### config.mk
export PLATFORM = sky130hd
export DESIGN_NAME = spi_burst_reader
export DESIGN_NICKNAME = d
export VERILOG_FILES = /design/src/rtl/spi_reader_pkg.sv /design/src/rtl/spi_sclk_gen.sv /design/src/rtl/spi_burst_reader.sv
export SDC_FILE = /design/constraint.sdc
export NUM_CORES = 1
export LEC_CHECK = 0
export CAP_MARGIN = 40
export CORE_AREA = 2 2 70 89
export DETAILED_ROUTE_END_ITERATION = 6
export DIE_AREA = 0 0 72 91
export MAX_ROUTING_LAYER = met4
export PLACE_DENSITY = 0.83
export SYNTH_ARGS = -nofsm -noshare
export SYNTH_HDL_FRONTEND = slang
export SYNTH_HIERARCHICAL = 1
export SYNTH_SLANG_ARGS = --single-unit
export TNS_END_PERCENT = 1
### constraint.sdc
create_clock -name clk -period 4.2 [get_ports clk]
set_input_delay 0.42 -clock clk [delete_from_list [all_inputs] [get_ports clk]]
set_output_delay 0.42 -clock clk [all_outputs]
set_load 0.005 [all_outputs]
### src/rtl/spi_reader_pkg.sv
// Shared types and constants for the SPI burst reader: FSM state encoding,
// read-command construction and frame geometry.
package spi_reader_pkg;

  typedef enum logic [2:0] {
    IDLE       = 3'd0,
    CS_SETUP   = 3'd1,
    SHIFT_CMD  = 3'd2,
    SHIFT_DATA = 3'd3,
    CS_HOLD    = 3'd4,
    FINISH     = 3'd5
  } state_t;

  localparam logic       READ_FLAG          = 1'b1;
  localparam logic [4:0] DEFAULT_FIRST_ADDR = 5'd3;
  localparam int         FRAME_DATA_BYTES   = 5;

  function automatic logic [7:0] read_cmd(input logic [6:0] reg_addr);
    return {READ_FLAG, reg_addr};
  endfunction

endpackage

### src/rtl/spi_sclk_gen.sv
// SPI mode-0 clock generator: toggles sclk every CLK_DIV clk cycles while
// enabled and flags the clk edges on which sclk rises and falls.
module spi_sclk_gen #(
  parameter int unsigned CLK_DIV = 4
) (
  input  logic clk,
  input  logic rst,
  input  logic en,
  output logic sclk,
  output logic rise_stb,
  output logic fall_stb
);

  localparam logic [7:0] DIV_LAST = 8'(CLK_DIV - 1);

  logic [7:0] cnt_r;
  logic       edge_s;

  assign edge_s   = en && (cnt_r == DIV_LAST);
  assign rise_stb = edge_s && !sclk;
  assign fall_stb = edge_s && sclk;

  // half-period counter and sclk register, parked low when disabled
  always_ff @(posedge clk) begin
    if (!rst || !en) begin
      cnt_r <= 8'd0;
      sclk  <= 1'b0;
    end else if (edge_s) begin
      cnt_r <= 8'd0;
      sclk  <= ~sclk;
    end else begin
      cnt_r <= cnt_r + 8'd1;
    end
  end

endmodule

### src/rtl/spi_burst_reader.sv
// SPI master sequencer: selects a device, sends a read command for spi_reg
// and streams N_BYTES received bytes to the receive buffer with addresses.
module spi_burst_reader
  import spi_reader_pkg::*;
#(
  parameter int unsigned CLK_DIV    = 4,
  parameter int unsigned N_BYTES    = FRAME_DATA_BYTES,
  parameter logic [4:0]  FIRST_ADDR = DEFAULT_FIRST_ADDR
) (
  input  logic       clk,
  input  logic       rst,
  input  logic       start,
  input  logic [7:0] spi_reg,
  input  logic [7:0] spi_select,
  input  logic       miso,
  output logic       sclk,
  output logic       mosi,
  output logic [7:0] cs_n,
  output logic [7:0] data_rec_out,
  output logic [4:0] addr_out,
  output logic       buffer_en,
  output logic       busy,
  output logic       done,
  output logic       err
);

  localparam logic [7:0] DIV_LAST  = 8'(CLK_DIV - 1);
  localparam logic [2:0] BYTE_LAST = 3'(N_BYTES - 1);

  state_t     state_r, state_nx_s;
  logic [7:0] wait_cnt_r, sel_r, tx_r, cs_n_nx_s;
  logic [6:0] rx_r;
  logic [2:0] bit_cnt_r, byte_cnt_r;
  logic       sclk_en_s, rise_stb_s, fall_stb_s, accept_s, reject_s;
  logic       wait_done_s, bit_last_s, byte_last_s;
  logic       busy_nx_s, done_nx_s, err_nx_s;
  logic       unused_reg_msb_s;

  // bit 7 of the command is always the read flag, so spi_reg[7] is dropped
  assign unused_reg_msb_s = spi_reg[7];

  assign sclk_en_s   = (state_r == SHIFT_CMD) || (state_r == SHIFT_DATA);
  assign accept_s    = (state_r == IDLE) && start && (spi_select != 8'h00);
  assign reject_s    = (state_r == IDLE) && start && (spi_select == 8'h00);
  assign wait_done_s = (wait_cnt_r == DIV_LAST);
  assign bit_last_s  = (bit_cnt_r == 3'd7);
  assign byte_last_s = (byte_cnt_r == BYTE_LAST);
  assign mosi        = tx_r[7];

  spi_sclk_gen #(.CLK_DIV(CLK_DIV)) u_sclk_gen (
    .clk      (clk),
    .rst      (rst),
    .en       (sclk_en_s),
    .sclk     (sclk),
    .rise_stb (rise_stb_s),
    .fall_stb (fall_stb_s)
  );

  // next-state and next-output decode
  always_comb begin
    state_nx_s = state_r;
    case (state_r)
      IDLE:       if (accept_s) state_nx_s = CS_SETUP; else state_nx_s = IDLE;
      CS_SETUP:   if (wait_done_s) state_nx_s = SHIFT_CMD; else state_nx_s = CS_SETUP;
      SHIFT_CMD:  if (fall_stb_s && bit_last_s) state_nx_s = SHIFT_DATA; else state_nx_s = SHIFT_CMD;
      SHIFT_DATA: if (fall_stb_s && bit_last_s && byte_last_s) state_nx_s = CS_HOLD;
                  else state_nx_s = SHIFT_DATA;
      CS_HOLD:    if (wait_done_s) state_nx_s = FINISH; else state_nx_s = CS_HOLD;
      FINISH:     state_nx_s = IDLE;
      default:    state_nx_s = IDLE;
    endcase
    busy_nx_s = (state_nx_s != IDLE);
    done_nx_s = (state_nx_s == FINISH) || reject_s;
    err_nx_s  = reject_s;
    if ((state_nx_s == IDLE) || (state_nx_s == FINISH)) begin
      cs_n_nx_s = 8'hFF;
    end else if (accept_s) begin
      cs_n_nx_s = ~spi_select;
    end else begin
      cs_n_nx_s = ~sel_r;
    end
  end

  // state, registered outputs and shift datapath
  always_ff @(posedge clk) begin
    if (!rst) begin
      state_r      <= IDLE;
      cs_n         <= 8'hFF;
      busy         <= 1'b0;
      done         <= 1'b0;
      err          <= 1'b0;
      buffer_en    <= 1'b0;
      data_rec_out <= 8'h00;
      addr_out     <= 5'd0;
      wait_cnt_r   <= 8'd0;
      sel_r        <= 8'h00;
      tx_r         <= 8'h00;
      rx_r         <= 7'd0;
      bit_cnt_r    <= 3'd0;
      byte_cnt_r   <= 3'd0;
    end else begin
      state_r   <= state_nx_s;
      cs_n      <= cs_n_nx_s;
      busy      <= busy_nx_s;
      done      <= done_nx_s;
      err       <= err_nx_s;
      buffer_en <= 1'b0;
      if (((state_r == CS_SETUP) || (state_r == CS_HOLD)) && (state_nx_s == state_r)) begin
        wait_cnt_r <= wait_cnt_r + 8'd1;
      end else begin
        wait_cnt_r <= 8'd0;
      end
      if (accept_s) begin
        sel_r      <= spi_select;
        tx_r       <= read_cmd(spi_reg[6:0]);
        bit_cnt_r  <= 3'd0;
        byte_cnt_r <= 3'd0;
      end
      if ((state_r == SHIFT_CMD) && fall_stb_s) begin
        tx_r <= {tx_r[6:0], 1'b0};
      end
      // a byte is complete on its 8th rising sclk; bit_cnt advances on falls
      if ((state_r == SHIFT_DATA) && rise_stb_s) begin
        rx_r <= {rx_r[5:0], miso};
        if (bit_last_s) begin
          buffer_en    <= 1'b1;
          data_rec_out <= {rx_r, miso};
          addr_out     <= FIRST_ADDR + {2'b00, byte_cnt_r};
        end
      end
      if (sclk_en_s && fall_stb_s) begin
        bit_cnt_r <= bit_cnt_r + 3'd1;
        if ((state_r == SHIFT_DATA) && bit_last_s) begin
          byte_cnt_r <= byte_cnt_r + 3'd1;
        end
      end
    end
  end

endmodule

==> flow_metrics.py, run 1 <==
metrics = {
    "setup_path": {
        "end_kind": "flop",
        "cpPeakStageDelay_ns": 0.61,
        "crit_arrival_ns": 3.35,
        "required_ns": 4.45,
        "rr_worst_depth": 8,
        "critPathKind": "flop to flop",
        "cp_max_fo": 14,
        "slowest_stage": "and2_0",
        "cp-start-kind": "flop",
        "cp_cell_sequence": "nor2b_1, nor4b_2, nand3b_1, inv_1, and4b_1, and2_0, nor2_1, a211oi_1",
    },
    "power_and_ir_drop": {
        "p_leak_nw": 1.35,
        "ir_worst_vdd_v": 0.000243,
        "p_total_mw": 1.48,
        "powerDensity_mw_per_mm2": 394,
    },
    "clocking": {
        "cts_buffer_depth": 2,
        "htree_levels": 3,
        "cts_hold_buf": 0,
        "cts_setup_buffers": 0,
        "cts-root-buf": "clkbuf_8",
        "insertion_delay_ns": 0.35,
        "cts.reportedPaths.clkPinSlew_ns": 0.07,
        "numClockSinks": 73,
        "numCtsBuffers": 9,
        "cts_resized": 0,
        "cts_tree": "built",
    },
    "detailed_routing": {
        "dr.first_iter.drc_count": 142,
        "dr.pass1.iters": 4,
        "dr_total_vias": 2577,
        "drc": 0,
        "wl_um": 6190,
        "wl_per_cell_um": 13.6,
        "viasPerCell": 5.68,
        "postRouteAntennaNets": 0,
    },
    "run_status": {
        "status": "finished clean",
    },
    "yosys": {
        "syn-instance-count": 346,
        "syn_area_mm2": 0.00307,
        "synth_largest_area_cell": "dfxtp_1",
        "synth-seq-area-share_pct": 47.5,
        "yosysMostFrequentCell": "dfxtp_1",
        "synthFlopType": "dfxtp_1",
        "yosysWarningCount": 6,
        "synth_edf_count": 0,
        "synth_fp_nets": 373,
        "synth_top_area_share_pct": 47.5,
        "synth_cell_type_count": 52,
        "synth_area_leaders": "dfxtp_1, nand2_1, a21oi_1",
        "synth.top_cells.by_count": "dfxtp_1, nand2_1, a21oi_1",
        "avgSynthCellArea_um2": 8.88,
        "ys_ff_latch": 73,
        "synthArstFlopShare_pct": 0,
    },
    "sta": {
        "fmax_mhz": 322,
        "postLayoutSetupSlackWorst_ns": 1.09,
        "min_period_ns": 3.11,
        "setup_viol": 0,
        "relSlewSlack_pct": 54.9,
        "worstMarginPinSlew_ns": 0.676,
        "tns_ns": 0,
        "slew_violations": 0,
        "fin_crit_sh_pct": 74.0,
        "rsz0062_at_grt": "false",
        "fin_worst_skew_ns": 0.0114,
        "finalHoldViolCount": 0,
    },
    "die": {
        "chipWidth_um": 72,
        "start_util_pct": 53.9,
        "fp.dieArea_mm2": 0.00655,
        "die_h_um": 91,
        "core_area_mm2": 0.00570,
        "rows": 31,
        "io_pins": 47,
    },
    "placement": {
        "dp_slack_ns": 1.15,
        "io_buffer_count": 44,
        "hpwlAfterDp_um": 4110,
        "gp_congestion": 0.792,
    },
    "layout": {
        "utilization_pct": 66.0,
        "nNetsFinal": 410,
        "n_fill_cell": 477,
        "synthToLayoutAreaGrowth_pct": 22.5,
        "drive_gt1_share_pct": 8.25,
        "n_antenna_cell": 0,
    },
    "global_route": {
        "grt_pass1_wl_um": 10500,
        "grt_max_degree": 42,
        "gr-total-overflow": 0,
        "grt_usage_pct": 20.7,
        "grt_pass1_vias": 2398,
        "grt_antenna_before_repair": 0,
    },
    "hold_path": {
        "hold_path.class": "flop to flop",
        "hold_depth": 2,
    },
    "job": {
        "drv_cap": 0,
    },
}
## stage by stage
| step | hold slack [ns] | cells | cell area, um^2 |
|---|---|---|---|
| global placement | 0.438 | 437 | 3510 |
| global route | 0.481 | 454 | 3760 |
| floorplan | 0.426 | 346 | 3070 |
| detailed placement | 0.442 | 438 | 3520 |
| CTS | 0.452 | 454 | 3760 |
| finish | 0.452 | 454 | 3760 |
## power by group
| part | internal (mW) | total [mW] | leakage, nW | switching (mW) |
|---|---|---|---|---|
| sequential | 0.710 | 0.723 | 0.592 | 0.0133 |
| clock | 0.410 | 0.661 | 0.120 | 0.251 |
| combinational | 0.0488 | 0.0982 | 0.641 | 0.0494 |
## routing by layer
metal | GRT usage, % | wire length (um) | part of all wire, %
met3 | 4.44 | 251 | 4.1
met4 | 10.7 | 159 | 2.6
met5 | - | 0 | 0
met1 | 23.7 | 2630 | 42
met2 | 33.6 | 3160 | 51
## cell usage in the layout (no fill, tap or decap), types with 2 or more instances in the layout
| cell | n |
|---|---|
| nand3_1 | 24 |
| and4_1 | 2 |
| and3_1 | 11 |
| inv_1 | 6 |
| and4b_1 | 2 |
| and2_1 | 2 |
| nand2_1 | 57 |
| nor2_1 | 20 |
| a21o_1 | 2 |
| o21ai_0 | 4 |
| ha_1 | 7 |
| a21oi_1 | 40 |
| nand4_1 | 2 |
| a41oi_1 | 2 |
| xnor2_1 | 5 |
| or4_4 | 2 |
| clkbuf_8 | 10 |
| nor2b_1 | 3 |
| buf_4 | 3 |
| xor2_1 | 7 |
| o21ai_2 | 2 |
| clkdlybuf4s50_1 | 44 |
| a32o_1 | 2 |
| a211oi_1 | 2 |
| bufinv_16 | 3 |
| nand3b_1 | 2 |
| a32oi_1 | 8 |
| or3_1 | 4 |
| nor4b_2 | 3 |
| a22oi_1 | 7 |
| nor3_1 | 3 |
| or2_2 | 2 |
| dfxtp_1 | 73 |
## sequential cells by signal (all words and copies together) (netlist names)
| signal | flops |
|---|---|
| sel_r | 8 |
| tx_r | 8 |
| bit_cnt_r | 3 |
| state_r | 3 |
| u_sclk_gen/cnt_r | 8 |
| rx_r | 7 |
| buffer_en | 1 |
| u_sclk_gen/sclk | 1 |
| done | 1 |
| wait_cnt_r | 8 |
| cs_n | 8 |
| byte_cnt_r | 3 |
| busy | 1 |
| data_rec_out | 8 |
| err | 1 |
| addr_out | 4 |
## path summary, 6_finish.rpt
kind / from / end / slack (ns)
worst max register to register: state_r[1]$_SDFF_PN0_ / addr_out[0]$_SDFFE_PN0P_ / 1.09
worst min-delay path: sel_r[4]$_SDFFE_PN0N_ / sel_r[4]$_SDFFE_PN0N_ / 0.45
worst max-delay path: state_r[1]$_SDFF_PN0_ / addr_out[0]$_SDFFE_PN0P_ / 1.09
worst min register to register: sel_r[4]$_SDFFE_PN0N_ / sel_r[4]$_SDFFE_PN0N_ / 0.45
## cell families (layout without fill, tap and decap cells)
group,Yosys count,count (layout),synth area share (%)
AND/OR/NAND/NOR,147,147,25.6
AO/OA/AOI/OAI,77,77,16.1
flip-flops,73,73,47.5
buffers and inverters,28,70,4.07
XOR/XNOR,12,12,3.42
adder cells (fa/ha/maj),7,7,2.85
other,1,1,0.122
multiplexers,1,1,0.326
## critical path: cells and delay by family, from the launching register on
family,cells,cell delay [ns]
flops,1,0.59
compound gates,1,0.26
simple gates,6,2.06
buf+inv,1,0.09
## cell type report
type,count,area [um^2],share of cell area (%)
Clock inverter,5,103,2.73
Inverter,7,26.3,0.698
Tap cell,66,82.6,2.19
Timing Repair Buffer,47,463,12.3
Sequential cell,73,1460,38.8
Clock buffer,11,141,3.76
Multi-Input combinational cell,245,1490,39.5
(Power assumes the default switching activity.)
==> inputs of run 2 (changes only) <==
--- a/config.mk
+++ b/config.mk
@@ -6,11 +6,11 @@
 export NUM_CORES = 1
 export LEC_CHECK = 0
 export CAP_MARGIN = 40
-export CORE_AREA = 2 2 70 89
+export CORE_AREA = 2 2 72 91
 export DETAILED_ROUTE_END_ITERATION = 6
-export DIE_AREA = 0 0 72 91
+export DIE_AREA = 0 0 74 93
 export MAX_ROUTING_LAYER = met4
-export PLACE_DENSITY = 0.83
+export PLACE_DENSITY = 0.79
 export SYNTH_ARGS = -nofsm -noshare
 export SYNTH_HDL_FRONTEND = slang
 export SYNTH_HIERARCHICAL = 1
==> constraint.sdc (replaced) <==
create_clock -name clk -period 3.1 [get_ports clk]
set_input_delay 0.31 -clock clk [delete_from_list [all_inputs] [get_ports clk]]
set_output_delay 0.31 -clock clk [all_outputs]
set_load 0.005 [all_outputs]
==> run 2 against run 1 <==
Effect of this change:
- via count rose by 1.9%
- global-route usage shrank 0.62 points
- register-to-register slack worse by 0.51 ns
- clock power increased by 7.7%
- critical path type unchanged
- cell area up 0.13%
- sequential power rose by 36%
- power up 23%
==> flow_metrics.py, run 2 (synthesis gave the netlist of run 1 again) <==
metrics = {
    "power_and_ir_drop": {
        "clockPowerShare_pct": 38.9,
        "sequentialPowerShare_pct": 53.6,
        "power_frac_comb_pct": 7.5,
        "netSwitchingFraction_pct": 23.4,
        "powerDensity_mw_per_mm2": 485,
        "power.internal_mw": 1.40,
        "p_leak_nw": 1.35,
        "ir_worst_vdd_v": 0.000440,
        "power.switching_uw": 428,
    },
    "job": {
        "drv_cap": 0,
    },
    "clocking": {
        "cts.reportedPaths.clkPinSlew_ns": 0.08,
        "cts-root-buf": "clkbuf_8",
        "cts_hold_buf": 0,
        "numCtsBuffers": 9,
        "htree_levels": 3,
        "cts_tree": "built",
        "numClockSinks": 73,
        "cts_resized": 0,
        "insertion_delay_ns": 0.34,
        "cts_buffer_depth": 2,
        "cts_setup_buffers": 0,
    },
    "detailed_routing": {
        "wl_um": 6230,
        "dr.pass1.iters": 4,
        "drc": 0,
        "postRouteAntennaNets": 0,
        "dr.first_iter.drc_count": 111,
        "dr_total_vias": 2625,
        "wl_per_cell_um": 13.0,
        "viasPerCell": 5.49,
    },
    "layout": {
        "utilization_pct": 62.4,
        "drive_gt1_share_pct": 9.16,
        "final_common_cell": "dfxtp_1",
        "mostFrequentLayoutCells": "dfxtp_1, nand2_1, clkdlybuf4s50_1",
        "nNetsFinal": 415,
        "synthToLayoutAreaGrowth_pct": 22.6,
        "n_antenna_cell": 0,
        "n_fill_cell": 535,
    },
    "placement": {
        "hpwlAfterDp_um": 4300,
        "io_buffer_count": 44,
        "gp_congestion": 0.860,
        "dp_slack_ns": 0.579,
    },
    "die": {
        "chipWidth_um": 74,
        "io_pins": 47,
        "rows": 32,
        "core_area_mm2": 0.00605,
        "fp.dieArea_mm2": 0.00688,
        "die_h_um": 93,
        "start_util_pct": 50.8,
    },
    "sta": {
        "rsz0062_at_grt": "false",
        "tns_ns": 0,
        "setup_viol": 0,
        "fin_crit_sh_pct": 81.2,
        "fin_worst_skew_ns": 0.0118,
        "whs_ns": 0.452,
        "finalHoldViolCount": 0,
        "fmax_mhz": 397,
        "min_period_ns": 2.52,
        "relSlewSlack_pct": 54.0,
        "postLayoutSetupSlackWorst_ns": 0.584,
        "worstMarginPinSlew_ns": 0.690,
        "slew_violations": 0,
    },
    "setup_path": {
        "required_ns": 3.38,
        "crit_arrival_ns": 2.79,
        "cp-start-kind": "flop",
        "critPathKind": "flop to flop",
        "end_kind": "flop",
        "cp_max_fo": 8,
    },
    "run_status": {
        "status": "finished clean",
    },
    "global_route": {
        "grt_pass1_vias": 2510,
        "grt_usage_pct": 20.1,
        "grt_antenna_before_repair": 0,
        "grt_pass1_wl_um": 10600,
        "grt_max_degree": 42,
        "gr-total-overflow": 0,
    },
    "hold_path": {
        "hold_path.class": "flop to flop",
    },
}
[run 2: power groups by stage]
stage	combinational (mW)	clock, mW	sequential (mW)
finish	0.137	0.712	0.980
global route	0.151	0.765	0.983
CTS	0.137	0.726	0.980
detailed placement	0.136	0	1.00
global placement	0.134	0	1.00
floorplan	0.0859	0	0.992
[run 2: per-stage QoR]
stage / cells / power [mW] / cell area [um^2]
final: 478 / 1.83 / 3770
after floorplan: 346 / 1.08 / 3070
after global placement: 462 / 1.13 / 3580
after detailed placement: 462 / 1.14 / 3580
after CTS: 478 / 1.84 / 3770
after global routing: 478 / 1.90 / 3770
[run 2: path summary, 6_finish.rpt]
| check | end | slack, ns | cells past startpoint | from |
|---|---|---|---|---|
| max reg2reg | tx_r[5]$_SDFFE_PN0P_ | 0.58 | 7 | state_r[1]$_SDFF_PN0_ |
| max | tx_r[5]$_SDFFE_PN0P_ | 0.58 | 7 | state_r[1]$_SDFF_PN0_ |
| min | sel_r[3]$_SDFFE_PN0N_ | 0.45 | 2 | sel_r[3]$_SDFFE_PN0N_ |
| min reg2reg | sel_r[3]$_SDFFE_PN0N_ | 0.45 | 2 | sel_r[3]$_SDFFE_PN0N_ |
[run 2: area by class of cell]
cell class / count / area, um^2 / area share, %
clock buffers: 11 / 131 / 3.48
clock inverters: 5 / 56.3 / 1.49
inverters: 7 / 26.3 / 0.697
multi-input cells: 245 / 1490 / 39.5
flip-flops and latches: 73 / 1460 / 38.8
well taps: 85 / 106 / 2.82
repair buffers: 52 / 500 / 13.3
[run 2: metal layers]
metal	GRT usage [%]	vias to the layer above	wire, um
met3	5.39	12	278
met4	9.55	0	121
li1	-	1310	-
met2	33.2	61	3140
met1	22.2	1242	2690
met5	-	-	0
[run 2: worst max-delay path: stages, from the launching register on]
cell and delay, ns:
dfxtp_1 0.34, nor2b_1 0.37, nor4b_2 0.42, and3_1 0.30, nand3b_1 0.22, nor2_1 0.50, a22oi_1 0.14, a21oi_1 0.17
